### src/rtl/crc_sig_capture.sv
// rtl/crc_sig_capture.sv - per-channel 16-bit CRC MISR signature capture with host hold registers
module crc_sig_capture #(
    parameter logic [15:0] SEED    = 16'hFFFF,
    parameter logic [15:0] POLY    = 16'h1021,
    parameter int          COUNT_W = 24
) (
    input  logic               pixclk,
    input  logic               reset,
    input  logic               init_crc,
    input  logic               enable_crc,
    input  logic               misr_done,
    input  logic               lred_comp,
    input  logic               lgrn_comp,
    input  logic               lblu_comp,
    input  logic               sig_ack,
    output logic [15:0]        sig_red,
    output logic [15:0]        sig_grn,
    output logic [15:0]        sig_blu,
    output logic [COUNT_W-1:0] sig_count,
    output logic               sig_valid,
    output logic               sig_ovf,
    output logic               busy
);

    localparam logic [COUNT_W-1:0] CNT_ONE = {{(COUNT_W-1){1'b0}}, 1'b1};

    logic [15:0]        crc_r;
    logic [15:0]        crc_g;
    logic [15:0]        crc_b;
    logic [COUNT_W-1:0] cnt;
    logic               done_d;
    logic               cap_q;

    // One serial MISR step: shift left, fold in the polynomial when feedback is set.
    function automatic logic [15:0] misr_next(input logic [15:0] crc, input logic d);
        logic fb;
        fb = crc[15] ^ d;
        return {crc[14:0], 1'b0} ^ (fb ? POLY : 16'h0000);
    endfunction

    // Live accumulation: init beats enable; counter saturates while MISRs keep running.
    always_ff @(posedge pixclk or negedge reset) begin
        if (!reset) begin
            crc_r <= SEED;
            crc_g <= SEED;
            crc_b <= SEED;
            cnt   <= '0;
        end else if (init_crc) begin
            crc_r <= SEED;
            crc_g <= SEED;
            crc_b <= SEED;
            cnt   <= '0;
        end else if (enable_crc) begin
            crc_r <= misr_next(crc_r, lred_comp);
            crc_g <= misr_next(crc_g, lgrn_comp);
            crc_b <= misr_next(crc_b, lblu_comp);
            if (cnt != '1) begin
                cnt <= cnt + CNT_ONE;
            end
        end
    end

    // Rising-edge detect on misr_done; the detected pulse loads the hold registers one edge later,
    // by which point the live state already contains the last enabled pixel.
    always_ff @(posedge pixclk or negedge reset) begin
        if (!reset) begin
            done_d <= 1'b0;
            cap_q  <= 1'b0;
        end else begin
            done_d <= misr_done;
            cap_q  <= misr_done & ~done_d;
        end
    end

    // Host-facing hold registers with valid/ack handshake; a capture beats a coincident ack.
    always_ff @(posedge pixclk or negedge reset) begin
        if (!reset) begin
            sig_red   <= 16'h0000;
            sig_grn   <= 16'h0000;
            sig_blu   <= 16'h0000;
            sig_count <= '0;
            sig_valid <= 1'b0;
            sig_ovf   <= 1'b0;
        end else if (cap_q) begin
            sig_red   <= crc_r;
            sig_grn   <= crc_g;
            sig_blu   <= crc_b;
            sig_count <= cnt;
            sig_valid <= 1'b1;
            if (sig_ack) begin
                sig_ovf <= 1'b0;
            end else if (sig_valid) begin
                sig_ovf <= 1'b1;
            end
        end else if (sig_ack) begin
            sig_valid <= 1'b0;
            sig_ovf   <= 1'b0;
        end
    end

    // Armed from init until the next capture; init wins if both land on one edge.
    always_ff @(posedge pixclk or negedge reset) begin
        if (!reset) begin
            busy <= 1'b0;
        end else if (init_crc) begin
            busy <= 1'b1;
        end else if (cap_q) begin
            busy <= 1'b0;
        end
    end

endmodule

### config.mk
export PLATFORM = sky130hd
export DESIGN_NAME = crc_sig_capture
export DESIGN_NICKNAME = d
export VERILOG_FILES = /design/src/rtl/crc_sig_capture.sv
export SDC_FILE = /design/constraint.sdc
export NUM_CORES = 1
export LEC_CHECK = 0
export ABC_AREA = 1
export BUFFER_PORTS_ARGS = -buffer_cell sky130_fd_sc_hd__buf_4
export CORE_MARGIN = 10
export CORE_UTILIZATION = 62
export CTS_CLUSTER_SIZE = 30
export DETAILED_ROUTE_END_ITERATION = 10
export GPL_ROUTABILITY_DRIVEN = 0
export PLACE_DENSITY = 0.85
export REMOVE_ABC_BUFFERS = 1
export SYNTH_ARGS = -nofsm -noshare
export SYNTH_HDL_FRONTEND = slang
export SYNTH_SLANG_ARGS = --single-unit
### constraint.sdc
create_clock -name pixclk -period 3.7 [get_ports pixclk]
set_input_delay 0.74 -clock pixclk [delete_from_list [all_inputs] [get_ports pixclk]]
set_output_delay 0.74 -clock pixclk [all_outputs]
set_load 0.005 [all_outputs]
### Word level (Yosys, flattened, before mapping)

Index checks and enable logic that the tools add are counted.

| storage, ports and cells | value |
|---|---|
| bits of input ports | 9 |
| register bits | 149 |
| logic and storage cells | 49 |

| cells by class | value |
|---|---|
| $add $sub $neg | 1 |
| mux-type cells | 19 |
| equality and inequality tests | 1 |
| reduce and logical (&&, ||, !) cells | 7 |
| bitwise logic cells | 8 |

Operators by type and width:

| kind | number |
|---|---|
| 16-bit two-way mux | 6 |
| 24-bit two-way mux | 3 |
| 16-bit by 13-bit XOR with 16-bit output | 3 |
| 13-bit two-way mux | 3 |
| 24-bit by 1-bit adder with 24-bit output, second input constant | 1 |
| 24-bit inequality test, second input constant | 1 |
| 2-bit nonzero test | 5 |
| 1-bit two-way mux | 7 |
| 2-bit AND reduction | 2 |
| 1-bit XOR | 3 |
| 1-bit bitwise AND | 1 |
| 1-bit inverter | 1 |

### Depth between registers and ports, before layout

Gate-level depths: netlist (run 1).

| depth | value |
|---|---|
| depth after elaboration | 5 |
| mapped depth | 10 |
| mapped depth without buffers | 10 |

### Least setup slack after synthesis (run 1)

OpenSTA, ideal clock, no wires.

| timing | value |
|---|---|
| path kind | in2reg |
| start point | input enable_crc |
| end point | register crc_b[10] |
| cell stages on the path | 5 |
| setup time | 0.098 ns |
| path buffers | 2 |
| arrival | 1.627 ns |
| path slack | 1.975 ns |
| path through | inv_1 nor2_1 clkbuf_1 buf_2 a22oi_1 |

| on the way | value |
|---|---|
| word-level cells in the longest chain between the ends | 1 |

Ends and longest elaborated chain:

| what | line | text |
|---|---|---|
| start, declared | 10 | `input logic enable_crc,` |
| 2-bit nonzero test (no source line) | -- |  |
| end signal, assigned | 56 | `crc_b <= misr_next(crc_b, lblu_comp);` |
| end, declared | 29 | `logic [15:0] crc_b;` |

No other way between the ends.
A chain may end at the register's enable or synchronous reset.

### Worst setup path after layout (run 1)

| timing | value |
|---|---|
| start point | register cnt[0] |
| end point | register cnt[1] |

| on the way | value |
|---|---|
| word-level cells in the longest chain between the ends | 4 |

Ends and longest elaborated chain:

| what | line | text |
|---|---|---|
| start, declared | 30 | `logic [COUNT_W-1:0] cnt;` |
| start signal, assigned | 58 | `cnt <= cnt + CNT_ONE;` |
| 24-bit by 1-bit adder with 24-bit output | 58 |  |
| 24-bit two-way mux | 57 | `if (cnt != '1) begin` |
| 24-bit two-way mux | 53 | `end else if (enable_crc) begin` |
| 24-bit two-way mux | 48 | `end else if (init_crc) begin` |

Parallel ways exist; a longest one is shown, timed or not. The select of a mux whose other input is x is not followed.

==> results of run 1 <==
## critical path, stage by stage (launching register included)
cell and delay [ps]:
dfrtp_1 450, ha_1 220, nand2_1 120, nor2_4 170
nand2_2 120, nor2_8 170, nand3_4 120, nand2_4 310
inv_1 120, o21ai_0 180
## cell usage in the layout, fill, tap and decap left out, types with 4 or more instances in the layout
cell type | synthesis | routed
a21oi_1 | 5 | 5
a22oi_1 | 40 | 40
a32oi_1 | 4 | 4
buf_4 | 0 | 87
bufinv_16 | 0 | 8
clkbuf_16 | 0 | 16
dfrtp_1 | 101 | 101
dfstp_2 | 48 | 48
inv_1 | 70 | 69
nand2_1 | 197 | 197
nand3_1 | 22 | 22
nor2_1 | 26 | 24
nor2_4 | 2 | 4
o21ai_0 | 58 | 58
o21ai_2 | 17 | 17
or2_2 | 4 | 4
xnor2_1 | 7 | 7
xor2_1 | 5 | 5
## where the power goes
group          switching (W)  internal, W  total, W
sequential         0.0000503      0.00172   0.00177
combinational       0.000179     0.000135  0.000314
clock               0.000671      0.00137   0.00204
## metal layers
| metal | track usage (%) | up-vias |
|---|---|---|
| li1 | - | 2264 |
| met1 | 24.6 | 2436 |
| met2 | 35.5 | 174 |
| met3 | 6.42 | 33 |
| met4 | 8.22 | 0 |
| met5 | 0 | - |
## stage by stage
| stage | instances | util (%) | hold slack [ps] |
|---|---|---|---|
| finish | 878 | 78.4 | 211 |
| global route | 878 | 78.4 | 280 |
| CTS | 878 | 78.4 | 263 |
| detailed placement | 846 | 71.3 | 385 |
| global placement | 846 | 71.3 | 381 |
| floorplan | 624 | - | 376 |
## final timing paths
kind                                          from  cells past startpoint                     end  slack (ps)
worst max-delay path            cnt[0]$_DFFE_PN0P_                      9      cnt[1]$_DFFE_PN0P_        1630
worst min-delay path                         reset                      1  sig_blu[8]$_DFFE_PN0P_         210
worst max register to register  cnt[0]$_DFFE_PN0P_                      9      cnt[1]$_DFFE_PN0P_        1630
worst min register to register    done_d$_DFF_PN0_                      1         cap_q$_DFF_PN0_         390
max in group asynchronous                    reset                      2   crc_b[15]$_DFFE_PN1P_        2660
min in group pixclk                      misr_done                      1        done_d$_DFF_PN0_         310
## cell type report
| class | instances | area [sq um] |
|---|---|---|
| clock buffer | 19 | 422 |
| clock inverter | 13 | 275 |
| fill | 591 | 2110 |
| inverter | 72 | 274 |
| multi-input combinational | 403 | 2060 |
| sequential | 149 | 3790 |
| tap | 133 | 166 |
| timing repair buffer | 89 | 684 |
## kinds of logic after synthesis
logic type / synth area share [%]
DFF: 60.7
and+or+nand+nor: 17.7
AOI/OAI and AO/OA: 13.2
xor gates and xnor gates: 1.68
adders and majority gates: 0.200
buffers and inverters: 6.63
## state kept, by name, indices dropped and copies added (netlist names), 16 cells and up
signal and cells:
crc_g 16, cnt 24, sig_blu 16, crc_b 16, crc_r 16, sig_grn 16, sig_red 16, sig_count 24
==> results.py, run 1 <==
metrics = {
    "drt": {
        "routed-wl-met2_microns": 7640,
        "wl_per_cell_microns": 16.9,
        "wl_met3_microns": 883,
        "drt-met1-wl_microns": 6050,
        "drt-initial-drc-count": 505,
        "wirelength_microns": 14900,
        "topRoutingLayerUsed": "met4",
        "viasPerCell": 5.59,
        "drtAntennaViolNets": 0,
        "drcViolationCount": 0,
        "first_pass_iters": 5,
        "vias": 4907,
    },
    "floorplanning": {
        "dieArea_sq_um": 14500,
        "num_rows": 36,
        "ioPinCount": 84,
        "die_w_microns": 120,
        "die_h_microns": 120,
        "start_util_pct": 63.9,
        "core-area_sq_um": 9770,
    },
    "critical_path": {
        "arrival_ps": 2520,
        "critPathRequiredTime_ps": 4160,
        "startpoint_type": "flop",
        "crit_path_end_kind": "flop",
        "path_class": "reg2reg",
        "worstPathMaxFanout": 31,
    },
    "finish": {
        "area_growth_pct": 22.8,
        "nets": 742,
        "layout-drive-gt1-share_pct": 27.0,
        "fin_area_sq_um": 7670,
        "antennaDiodeCount": 0,
    },
    "placement": {
        "place_ws_ps": 1380,
        "post_dp_cell_area_sq_um": 6970,
        "hpwl_microns": 9270,
        "io_buffers": 83,
    },
    "yosys": {
        "yosysUniqueCellTypes": 30,
        "netlist.area_leader.share_pct": 40.5,
        "ys_seq_elements": 149,
        "yosys-top-cells-count": "nand2_1, dfrtp_1, inv_1",
        "yosysTopAreaCell": "dfrtp_1",
        "synth-edff-count": 0,
        "synthArstFlopShare_pct": 100,
        "avgSynthCellArea_sq_um": 9.55,
        "netlist_instances": 654,
        "synthesis.area_sq_um": 6240,
        "synth_warnings": 0,
        "synthTopCellsByArea": "dfrtp_1, dfstp_2, nand2_1",
        "synth_ff_type": "dfrtp_1",
        "synth_most_common_cell": "nand2_1",
        "seq_area_frac_synth_pct": 60.7,
    },
    "timing": {
        "min_period_ps": 2070,
        "report.final.setup_viol": 0,
        "rsz0062_at_grt": "false",
        "min_period_over_period_pct": 55.9,
        "clock_skew_ps": 9.43,
        "fmax_mhz": 484,
        "setup_ws_ps": 1630,
        "slew_violations": 0,
        "worst_pin_slew_ps": 832,
        "tns_ps": 0,
        "slew_headroom_pct": 44.5,
        "hold_viol": 0,
    },
    "clock_network": {
        "cts_setup_buffers": 0,
        "clock_sinks": 149,
        "clock_latency_ps": 550,
        "h-tree-depth": 4,
        "clkTransAtPathRegs_ps": 60,
        "clockBufferDepth": 2,
        "cts_hold_buf": 0,
        "cts_tree": "built",
        "numCtsBuffers": 17,
        "root_buffer": "clkbuf_8",
        "cts.repair.resized": 0,
    },
    "pwr": {
        "cellPowerDensity_nw_per_um2": 539,
        "finalPower_w": 0.00413,
        "ir_worst_vdd_uv": 320,
        "p_leak_nw": 3.85,
    },
    "flow_run": {
        "maxCapViolCount": 0,
    },
    "global_route": {
        "track_usage_pct": 21.0,
        "grt_max_degree": 82,
        "grt-ovfl-total": 0,
        "grt_pass1_wl_microns": 24700,
        "antenna_found_initial": 0,
        "grt_pass1_vias": 5021,
    },
    "status": {
        "status": "complete, no violations",
    },
    "worst_hold_path": {
        "hp-class": "in2async",
    },
}
Note: power is estimated with default switching activity, not from simulation.
==> inputs of run 2 (changes only) <==
CORE_UTILIZATION = 52   (was 62)
PLACE_DENSITY = 0.76   (was 0.85)
clock period = 1.9 ns   (was 3.7 ns; I/O delays follow)
==> run 2 against run 1 <==
Compared with the run above: sequential power up 95%; final cell count up 1.9%; critical endpoint is now cnt[19]$_DFFE_PN0P_; register-to-register slack worse by 1500 ps; clock-buffer cell count up 4; non-clock buffer count up 7; cell area up 0.46%; power up 82%; core utilization down 12 points; first-iteration DRC count down 16%; sequential share of layout area down 0.21 points.
==> results.py, run 2 (synthesis gave the netlist of run 1 again) <==
metrics = {
    "status": {
        "status": "complete, no violations",
    },
    "timing": {
        "rsz0062_at_grt": "false",
        "clock_skew_ps": 6.27,
        "setup_ws_ps": 167,
        "hold_ws_ps": 81.1,
        "slew_violations": 0,
        "tns_ps": 0,
        "min_period_ps": 1730,
        "worst_pin_slew_ps": 451,
        "hold_viol": 0,
        "report.final.setup_viol": 0,
        "fmax_mhz": 577,
        "min_period_over_period_pct": 91.2,
        "slew_headroom_pct": 70.0,
    },
    "drt": {
        "drtAntennaViolNets": 0,
        "vias": 4665,
        "drcViolationCount": 0,
        "wirelength_microns": 13300,
        "wl_per_cell_microns": 14.9,
        "drt-initial-drc-count": 422,
        "viasPerCell": 5.21,
        "first_pass_iters": 5,
    },
    "finish": {
        "antennaDiodeCount": 0,
        "nets": 749,
        "fillCellCount": 890,
        "area_growth_pct": 23.3,
        "regArea_sq_um": 3790,
        "layout_commonest_cell": "nand2_1",
        "layout-drive-gt1-share_pct": 27.3,
        "multi_input_area_sq_um": 2060,
        "layout_common_cells": "nand2_1, dfrtp_1, buf_4",
        "top_regs": "cnt x24, sig_count x24",
    },
    "floorplanning": {
        "start_util_pct": 54.0,
        "dieArea_sq_um": 16800,
        "core-area_sq_um": 11600,
        "num_rows": 39,
        "die_w_microns": 130,
        "ioPinCount": 84,
        "die_h_microns": 130,
    },
    "critical_path": {
        "crit_path_end_kind": "flop",
        "startpoint_type": "flop",
        "path_class": "reg2reg",
        "worstPathMaxFanout": 10,
        "arrival_ps": 2040,
        "critPathRequiredTime_ps": 2200,
    },
    "clock_network": {
        "clockBufferDepth": 2,
        "clock_sinks": 149,
        "clock_latency_ps": 420,
        "cts_tree": "built",
        "cts_setup_buffers": 0,
        "h-tree-depth": 4,
        "root_buffer": "clkbuf_16",
        "numCtsBuffers": 17,
        "clkTransAtPathRegs_ps": 60,
    },
    "global_route": {
        "grt-ovfl-total": 0,
        "grt_pass1_wl_microns": 22900,
        "track_usage_pct": 16.9,
        "grt_max_degree": 80,
        "antenna_found_initial": 0,
        "grt_pass1_vias": 4749,
    },
    "pwr": {
        "ir_worst_vdd_uv": 484,
        "cellPowerDensity_nw_per_um2": 976,
        "p_leak_nw": 3.86,
    },
    "placement": {
        "hpwl_microns": 9260,
        "io_buffers": 83,
        "place_ws_ps": 102,
    },
    "worst_hold_path": {
        "hp-class": "in2reg",
    },
    "flow_run": {
        "maxCapViolCount": 0,
    },
}
run 2: changes by cell type in the layout (fill, tap and decap cells not counted):
cell           previous run  this run
clkinv_2                  3         4
clkinv_4                  0         1
dlygate4sd3_1             0         1
bufinv_16                 8         4
dfrtp_1                 101       100
buf_12                    1         5
dfrtp_2                   0         1
inv_6                     2         0
buf_6                     1         2
clkbuf_16                16        17
buf_4                    87        88
clkbuf_1                  2         5
run 2: worst paths after layout:
path,slack (ps),start,cells past startpoint,end
setup / recovery,170,cnt[0]$_DFFE_PN0P_,10,cnt[19]$_DFFE_PN0P_
hold / removal,80,misr_done,1,done_d$_DFF_PN0_
setup reg to reg,170,cnt[0]$_DFFE_PN0P_,10,cnt[19]$_DFFE_PN0P_
hold reg to reg,410,done_d$_DFF_PN0_,1,cap_q$_DFF_PN0_
max in group asynchronous,760,reset,3,crc_b[5]$_DFFE_PN1P_
min in group asynchronous,470,reset,2,sig_grn[0]$_DFFE_PN0P_
run 2: layout make-up:
| class | instances | area share [%] |
|---|---|---|
| Tap cell | 143 | 2.32 |
| Clock buffer | 23 | 5.95 |
| Multi-Input combinational cell | 403 | 26.7 |
| Clock inverter | 9 | 1.97 |
| Inverter | 72 | 3.56 |
| Sequential cell | 149 | 49.2 |
| Timing Repair Buffer | 96 | 10.3 |
run 2: timing repair:
item	CTS	global route
hold buffers	1	0
endpoints found under the setup margin	0	17
resized for setup	0	2
hold endpoints to repair	22	0
run 2: layer usage:
layer	GRT usage, %	vias to the layer above	part of all wire (%)
met5	0	-	0
met4	6.55	0	1.5
met3	5.30	13	6.2
met2	27.7	110	50
met1	20.4	2272	42
li1	-	2270	-
run 2: per-stage QoR:
step                      cell area (sq um)  instances  total power, W  util [%]
after floorplan                        6100        624         0.00372         -
after global placement                 7080        862         0.00411      61.2
after detailed placement               7080        862         0.00414      61.2
after CTS                              7700        895         0.00758      66.6
after global routing                   7700        895         0.00780      66.6
final                                  7700        895         0.00751      66.6
run 2: power by group:
part | switching, W | total, W | internal, W
Clock | 0.00121 | 0.00344 | 0.00223
Sequential | 0.0000937 | 0.00345 | 0.00336
Combinational | 0.000338 | 0.000621 | 0.000282
Total | 0.00165 | 0.00751 | 0.00587
run 2: worst max-delay path, cell delays in order, from the launching register on:
cell	delay (ps)
dfrtp_2	400
ha_1	170
nand2_1	100
nor2_4	160
nand2_2	120
nor2_8	150
nand3_4	110
nand2_4	190
inv_4	80
nand2_1	80
nand2_1	50
